--- config.mk ---
export PLATFORM = sky130hd
export DESIGN_NAME = lsu_flat
export DESIGN_NICKNAME = d
export VERILOG_FILES = /design/src/rtl/lsu_pkg.sv /design/src/rtl/lsu_if.sv /design/src/rtl/lsu.sv /design/src/flat_wrapper.sv
export SDC_FILE = /design/constraint.sdc
export NUM_CORES = 1
export LEC_CHECK = 0
export CAP_MARGIN = 20
export CORE_ASPECT_RATIO = 0.6
export CORE_MARGIN = 2
export CORE_UTILIZATION = 44
export CTS_BUF_LIST = sky130_fd_sc_hd__clkbuf_4
export DETAILED_ROUTE_END_ITERATION = 12
export PLACE_DENSITY = 0.89
export SYNTH_ARGS = -nofsm -noshare
export SYNTH_HDL_FRONTEND = slang
export SYNTH_SLANG_ARGS = --single-unit
--- constraint.sdc ---
create_clock -name clk -period 2.6 [get_ports clk]
set_input_delay 0.78 -clock clk [delete_from_list [all_inputs] [get_ports clk]]
set_output_delay 0.78 -clock clk [all_outputs]
set_load 0.1 [all_outputs]
--- src/rtl/lsu_pkg.sv ---
// Shared definitions for the SISC load/store unit: state encoding, default
// geometry and the opcodes ctrl decodes into start/is_store.
package lsu_pkg;

  localparam int DEF_AW      = 16;
  localparam int DEF_DW      = 32;
  localparam int DEF_TIMEOUT = 15;

  // Memory-class opcodes; ctrl raises start on either and is_store on OP_ST.
  localparam logic [3:0] OP_LD = 4'h8;
  localparam logic [3:0] OP_ST = 4'h9;

  typedef enum logic [1:0] {
    S_IDLE = 2'd0,
    S_REQ  = 2'd1,
    S_DONE = 2'd2
  } lsu_state_e;

endpackage

--- src/rtl/lsu_if.sv ---
// Data-memory request/acknowledge bus between the LSU (master) and memory.
interface lsu_if
  import lsu_pkg::*;
#(
  parameter int AW = DEF_AW,
  parameter int DW = DEF_DW
);
  // dm_req is held until dm_ack or abort; dm_we/dm_addr/dm_wdata are stable
  // for the whole time dm_req is high; dm_rdata is valid with dm_ack on a load.
  logic          dm_req;
  logic          dm_we;
  logic [AW-1:0] dm_addr;
  logic [DW-1:0] dm_wdata;
  logic          dm_ack;
  logic [DW-1:0] dm_rdata;

  modport master (
    output dm_req, dm_we, dm_addr, dm_wdata,
    input  dm_ack, dm_rdata
  );

  modport slave (
    input  dm_req, dm_we, dm_addr, dm_wdata,
    output dm_ack, dm_rdata
  );
endinterface

--- src/rtl/lsu.sv ---
// SISC load/store unit: one memory transaction per start pulse, with range
// check on the ALU address and a bounded wait for the memory acknowledge.
module lsu
  import lsu_pkg::*;
#(
  parameter int AW      = DEF_AW,
  parameter int DW      = DEF_DW,
  parameter int TIMEOUT = DEF_TIMEOUT
) (
  input  logic          clk,
  input  logic          rst,
  input  logic          start,
  input  logic          is_store,
  input  logic [31:0]   addr,
  input  logic [DW-1:0] wdata,
  output logic          busy,
  output logic          done,
  output logic          err,
  output logic [DW-1:0] ld_data,
  output lsu_state_e    state,
  lsu_if.master         dm
);

  localparam logic [7:0] ABORT_AT = 8'(TIMEOUT - 1);

  lsu_state_e state_next;
  logic [7:0] wait_cnt;
  logic       range_ok;
  logic       accept;
  logic       abort;

  // Address bits above the data-memory word range must all be zero.
  assign range_ok = (addr >> AW) == 32'd0;
  assign accept   = (state == S_IDLE) && start;
  assign abort    = (state == S_REQ) && !dm.dm_ack && (wait_cnt == ABORT_AT);

  always_comb begin
    state_next = state;
    case (state)
      S_IDLE:  if (start) state_next = range_ok ? S_REQ : S_DONE;
      S_REQ:   if (dm.dm_ack || abort) state_next = S_DONE;
      S_DONE:  state_next = S_IDLE;
      default: state_next = S_IDLE;
    endcase
  end

  assign busy      = (state != S_IDLE);
  assign done      = (state == S_DONE);
  assign dm.dm_req = (state == S_REQ);

  always_ff @(posedge clk) begin
    if (rst) begin
      state       <= S_IDLE;
      err         <= 1'b0;
      ld_data     <= '0;
      wait_cnt    <= '0;
      dm.dm_we    <= 1'b0;
      dm.dm_addr  <= '0;
      dm.dm_wdata <= '0;
    end else begin
      state <= state_next;
      if (accept) begin
        err         <= !range_ok;
        wait_cnt    <= '0;
        dm.dm_we    <= is_store;
        dm.dm_addr  <= addr[AW-1:0];
        dm.dm_wdata <= wdata;
      end else if (state == S_REQ) begin
        // An ack in the abort cycle still completes the transaction cleanly.
        if (dm.dm_ack) begin
          if (!dm.dm_we) ld_data <= dm.dm_rdata;
        end else if (abort) begin
          err <= 1'b1;
        end else begin
          wait_cnt <= wait_cnt + 8'd1;
        end
      end
    end
  end

endmodule

--- src/flat_wrapper.sv ---
// flat-port wrapper written by rule: the top's interface ports become plain ports
module lsu_flat import lsu_pkg::*;
#(
  parameter int AW      = DEF_AW,
  parameter int DW      = DEF_DW,
  parameter int TIMEOUT = DEF_TIMEOUT
)
  (clk, rst, start, is_store, addr, wdata, busy, done, err, ld_data, state, dm_dm_req, dm_dm_we, dm_dm_addr, dm_dm_wdata, dm_dm_ack, dm_dm_rdata);
  lsu_if #(.AW(AW), .DW(DW)) dm_i ();
  input  logic clk;
  input  logic rst;
  input  logic start;
  input  logic is_store;
  input  logic [31:0] addr;
  input  logic [DW-1:0] wdata;
  output logic busy;
  output logic done;
  output logic err;
  output logic [DW-1:0] ld_data;
  output lsu_state_e state;
  output wire logic [$bits(dm_i.dm_req)-1:0] dm_dm_req;
  output wire logic [$bits(dm_i.dm_we)-1:0] dm_dm_we;
  output wire logic [$bits(dm_i.dm_addr)-1:0] dm_dm_addr;
  output wire logic [$bits(dm_i.dm_wdata)-1:0] dm_dm_wdata;
  input wire logic [$bits(dm_i.dm_ack)-1:0] dm_dm_ack;
  input wire logic [$bits(dm_i.dm_rdata)-1:0] dm_dm_rdata;
  assign dm_dm_req = dm_i.dm_req;
  assign dm_dm_we = dm_i.dm_we;
  assign dm_dm_addr = dm_i.dm_addr;
  assign dm_dm_wdata = dm_i.dm_wdata;
  assign dm_i.dm_ack = dm_dm_ack;
  assign dm_i.dm_rdata = dm_dm_rdata;
  lsu #(.AW(AW), .DW(DW), .TIMEOUT(TIMEOUT)) u_core (.clk(clk), .rst(rst), .start(start), .is_store(is_store), .addr(addr), .wdata(wdata), .busy(busy), .done(done), .err(err), .ld_data(ld_data), .state(state), .dm(dm_i));
endmodule
Word level (Yosys, flattened, before mapping)
Index checks and enable logic that the tools add are counted.
{"block": "totals", "input_bits": 101, "out_inout_bits": 87, "wordCells": 42, "ff_bits": 92}
{"block": "op_classes", "eq_ne": 6, "n_bitwise": 4, "n_reduce_logical": 16, "muxes": 8, "add_sub_neg": 1}
{"cell": "logical NOT 32 bit", "n": 1}
{"cell": "adder 8 x 1 -> 8 bit, second input constant", "n": 1}
{"cell": "equality test 8 x 4 -> 1 bit, second input constant", "n": 1}
{"cell": "2-to-1 mux 2 bit", "n": 3}
{"cell": "AND reduction 3 bit", "n": 2}
{"cell": "nonzero test 2 bit", "n": 3}
{"cell": "2-to-1 mux 1 bit", "n": 4}
{"cell": "!= test 2 x 1 -> 1 bit, second input constant", "n": 2}
{"cell": "NOT 1 bit", "n": 4}
{"cell": "one-hot mux 2 bit (2 select lines)", "n": 1}
{"cell": "AND reduction 4 bit", "n": 1}
{"cell": "logical AND 1 bit", "n": 3}
{"cell": "equality test 2 x 1 -> 1 bit, second input constant", "n": 1}
{"cell": "equality test 2 bit, second input constant", "n": 1}
{"cell": "logical NOT 1 bit", "n": 2}
{"cell": "logical NOT 2 bit", "n": 1}
{"cell": "!= test 2 bit, second input constant", "n": 1}
{"cell": "AND reduction 2 bit", "n": 1}
{"cell": "OR reduction 2 bit", "n": 1}
{"cell": "logical OR 1 bit", "n": 1}

Longest topological paths before layout
Gate-level depths: netlist of run 1.
{"block": "logic_depth", "depth_word": 7, "ltp_mapped": 6, "mapped_depth_nobuf": 5}

Worst setup path after synthesis of run 1
OpenSTA, ideal clock, no wires.
{"block": "synth_timing", "path_type": "flip-flop to output port", "start": "reg u_core.state[1]", "end": "out done", "stages_incl_launch_ff": 3, "path_slack_ps": -824, "arrival_ps": 2644, "cell_sequence": "dfxtp_1 buf_2 nor2b_1"}
{"block": "synth_between", "elab_chain_cells": 1}
{"item": "start: declaration", "line": "lsu.sv:20", "text": "output lsu_state_e state,"}
{"item": "start signal: assignment", "line": "lsu.sv:61", "text": "state <= state_next;"}
{"item": "equality test 2 bit", "line": "lsu.sv:48", "text": "assign done = (state == S_DONE);"}
{"item": "end: declaration", "line": "flat_wrapper.sv:17", "text": "output logic done;"}
No other way between the ends.

Worst setup path after layout of run 1
Same ends and word-level chain as after synthesis.

==> impl_metrics.env, run 1 <==
export IMPL_viasPerCell=5.02
export IMPL_status="finished, final reports clean"
export IMPL_worstHoldStart="u_core.dm.dm_addr[4]$_SDFFE_PP0P_"
export IMPL_wl_met3_um=812
export IMPL_pwr_share_comb_pct=23.7
export IMPL_crit_chain="nor2b_4, buf_12"
export IMPL_fillers=618
export IMPL_slowest_stage="dfxtp_1"
export IMPL_nets=710
export IMPL_critPathMaxFanout=13
export IMPL_cts_buffers=9
export IMPL_r2r_start="u_core.state[0]$_SDFFE_PP0P_"
export IMPL_io_pin_count=188
export IMPL_worstSetupStartpointType="flip-flop"
export IMPL_ant_nets=0
export IMPL_clk_pin_slew_ns=0.13
export IMPL_timing_final_crit_share_pct=93.3
export IMPL_setup_tns_ns=0
export IMPL_pwr_share_seq_pct=48.4
export IMPL_finalPower_mw=3.07
export IMPL_die_x_um=120
export IMPL_cpPeakStageDelay_ns=0.75
export IMPL_reg2reg_to="u_core.wait_cnt[5]$_SDFFE_PP0P_"
export IMPL_period_needed_ns=2.42
export IMPL_dp_hpwl_um=7430
export IMPL_fin_hold_ws_ns=0.464
export IMPL_arrival_ns=1.64
export IMPL_switchingPower_mw=0.985
export IMPL_top_layer="met4"
export IMPL_clk_latency_ns=0.44
export IMPL_fin_worst_skew_ns=0.00938
export IMPL_finalMaxSlewViolations=0
export IMPL_area_growth_pct=54.3
export IMPL_rsz0062_at_grt="false"
export IMPL_die_area_sq_um=8820
export IMPL_whs_path_depth=2
export IMPL_syn_area_per_cell_sq_um=8.18
export IMPL_register_area_sq_um=1840
export IMPL_min_to="u_core.dm.dm_addr[4]$_SDFFE_PP0P_"
export IMPL_worstPathRequired_ns=1.82
export IMPL_drv_cap=0
export IMPL_synthesis_nets=537
export IMPL_wl_per_cell_um=14.0
export IMPL_critPathKind="flip-flop to primary output"
export IMPL_switching_share_pct=32.1
export IMPL_post_cts_resized=0
export IMPL_end_kind="primary output"
export IMPL_core_sq_um=7850
export IMPL_place_area_sq_um=5320
export IMPL_io_buffers=187
export IMPL_vias=3612
export IMPL_syn_area_sq_um=3550
export IMPL_drt_initial_drc_count=153
export IMPL_drive_gt1_share_pct=19.9
export IMPL_gp_congestion=0.846
export IMPL_internal_power_mw=2.09
export IMPL_gr_usage_all_layers_pct=22.5
export IMPL_clock_path_buffers=2
export IMPL_htreeDepth=3
export IMPL_wl_met1_um=4480
export IMPL_dp_cells=704
export IMPL_fin_util_pct=69.7
export IMPL_grt_max_degree=57
export IMPL_grt_overflow=0
export IMPL_yosysSeqAreaShare_pct=51.9
export IMPL_grt_pass1_wl_um=15600
export IMPL_fin_area_sq_um=5480
export IMPL_die_h_um=73.6
export IMPL_hp_class="flip-flop to flip-flop"
export IMPL_post_cts_hold_buffer_count=0
export IMPL_ys_ff_latch=92
export IMPL_grt_pass1_vias=3301
export IMPL_drt_pass1_iterations=4
export IMPL_clock_sinks=92
export IMPL_finalSetupViolations=0
export IMPL_synth_warnings=0
export IMPL_clockPowerShare_pct=27.9
export IMPL_reg2reg_depth=3
export IMPL_antenna_cells=0
export IMPL_ir_drop_mv=0.409
export IMPL_wl_met2_um=4570
export IMPL_cts_tree="done"
export IMPL_cts_root_buf="clkbuf_4"
export IMPL_antenna_found_initial=0
export IMPL_synth_cell_types=37
export IMPL_rows=25
export IMPL_rrSetupSlack_ns=0.72
export IMPL_dp_slack_ns=0.137
export IMPL_tightest_slew_ns=0.634
export IMPL_drt_wl_total_um=10100
export IMPL_multi_input_area_sq_um=1530
export IMPL_finalHoldViolations=0
export IMPL_fmax_mhz=412
export IMPL_fin_ws_ns=0.175
export IMPL_p_leak_nw=2.14
export IMPL_syn_instance_count=434
export IMPL_instances_no_fill=720
export IMPL_post_route_drc_count=0
export IMPL_slew_headroom_pct=57.7
export IMPL_post_cts_buffers=0
export IMPL_initial_core_util_pct=45.2
export IMPL_power_density_nw_per_um2=561
-- cell usage in the layout (no fill, tap or decap), types with 3 or more instances in the layout --
cell / instances
clkdlybuf4s50_1: 99
dfxtp_1: 92
clkbuf_4: 9
clkinvlp_4: 3
buf_12: 7
inv_1: 5
buf_4: 87
nand4bb_1: 3
or3_1: 5
nor4_1: 6
a21oi_1: 82
mux2i_1: 6
nand3_1: 9
nor2_1: 3
nand2_1: 164
-- layout make-up --
type | instances | share of cell area, %
clock buffers | 9 | 1.23
clock inverters | 7 | 1.67
inverters | 5 | 0.343
multi-input cells | 305 | 28.0
flip-flops and latches | 92 | 33.6
well taps | 108 | 2.47
repair buffers | 194 | 32.7
-- routing by layer --
metal	GRT usage, %	vias up
li1	-	1784
met1	28.0	1667
met2	35.5	140
met3	8.85	21
met4	8.89	0
met5	0	-
-- worst max path at each step --
stage	from	slack, ns	endpoint
6_report	u_core.state[1]$_SDFFE_PP0P_	0.18	done
4_1_cts	u_core.state[0]$_SDFFE_PP0P_	0.13	dm_dm_req
5_1_grt	u_core.state[0]$_SDFFE_PP0P_	0.04	dm_dm_req
3_3_place_gp	dm_dm_ack	0.24	u_core.wait_cnt[5]$_SDFFE_PP0P_
2_1_floorplan	u_core.state[1]$_SDFFE_PP0P_	-0.03	done
3_5_place_dp	dm_dm_ack	0.14	u_core.wait_cnt[5]$_SDFFE_PP0P_
-- power groups by stage --
stage	sequential, mW	combinational [mW]	clock, mW
after global routing	1.49	0.759	0.956
after CTS	1.49	0.729	0.882
after detailed placement	1.52	0.728	0
after global placement	1.51	0.719	0
final	1.49	0.727	0.858
after floorplan	1.84	0.141	0
-- logic make-up after synthesis --
| family | count (synthesis) | synth area share [%] |
|---|---|---|
| DFF | 92 | 51.9 |
| AOI/OAI and AO/OA | 91 | 14.0 |
| and+or+nand+nor | 205 | 25.4 |
| muxes | 7 | 2.01 |
| buffers and inverters | 37 | 5.96 |
| adders and majority gates | 2 | 0.705 |
-- synth_stat cells --
library cell | count | share of area (%)
nand2_1 | 164 | 17
dfxtp_1 | 92 | 52
a21oi_1 | 82 | 12
buf_4 | 10 | 2.1
clkbuf_1 | 10 | 1.1
nand3_1 | 9 | 1.3
mux2i_1 | 6 | 1.7
nor4_1 | 6 | 1.1
inv_1 | 5 | 0.53
or3_1 | 5 | 0.88
buf_1 | 4 | 0.42
buf_2 | 4 | 0.56
buf_6 | 4 | 1.3
nor2_1 | 4 | 0.42
nand4bb_1 | 3 | 0.95
a211oi_1 | 2 | 0.42
a211oi_2 | 2 | 0.71
ha_1 | 2 | 0.71
nor3_1 | 2 | 0.28
a21oi_4 | 1 | 0.46
a221oi_1 | 1 | 0.25
a22o_1 | 1 | 0.25
and3_1 | 1 | 0.18
and4_1 | 1 | 0.25
mux2_1 | 1 | 0.32
nor2b_1 | 1 | 0.18
nor3b_1 | 1 | 0.21
nor3b_2 | 1 | 0.35
nor4_4 | 1 | 0.60
nor4bb_1 | 1 | 0.28
o21ai_0 | 1 | 0.14
o31ai_1 | 1 | 0.21
or2_2 | 1 | 0.18
or3_2 | 1 | 0.21
or3b_1 | 1 | 0.25
or3b_4 | 1 | 0.32
or4_1 | 1 | 0.21
-- sequential cells by signal (all words and copies together) (netlist names) --
name,cells
u_core.dm.dm_we,1
u_core.ld_data,32
u_core.state,2
u_core.dm.dm_wdata,32
u_core.err,1
u_core.dm.dm_addr,16
u_core.wait_cnt,8
-- worst max-delay path, delay by kind of cell, from the launching register on --
family / cells / cell delay [ns]
buf+inv: 1 / 0.18
flops: 1 / 0.75
simple gates: 1 / 0.28
No activity file was read; power rests on OpenSTA's default activity.
==> run 2, diff against run 1 <==
--- a/config.mk
+++ b/config.mk
@@ -11,7 +11,9 @@
 export CORE_UTILIZATION = 44
 export CTS_BUF_LIST = sky130_fd_sc_hd__clkbuf_4
 export DETAILED_ROUTE_END_ITERATION = 12
+export HOLD_SLACK_MARGIN = 0.06
 export PLACE_DENSITY = 0.89
+export SKIP_CTS_REPAIR_TIMING = 1
 export SYNTH_ARGS = -nofsm -noshare
 export SYNTH_HDL_FRONTEND = slang
 export SYNTH_SLANG_ARGS = --single-unit
==> results of run 2 <==
Final layout, timing and power as in run 1 (identical DEF).
==> run 3, diff against run 2 <==
--- a/config.mk
+++ b/config.mk
@@ -17,3 +17,4 @@
 export SYNTH_ARGS = -nofsm -noshare
 export SYNTH_HDL_FRONTEND = slang
 export SYNTH_SLANG_ARGS = --single-unit
+export TNS_END_PERCENT = 5
==> results of run 3 <==
Final layout, timing and power as in run 1 (identical DEF).
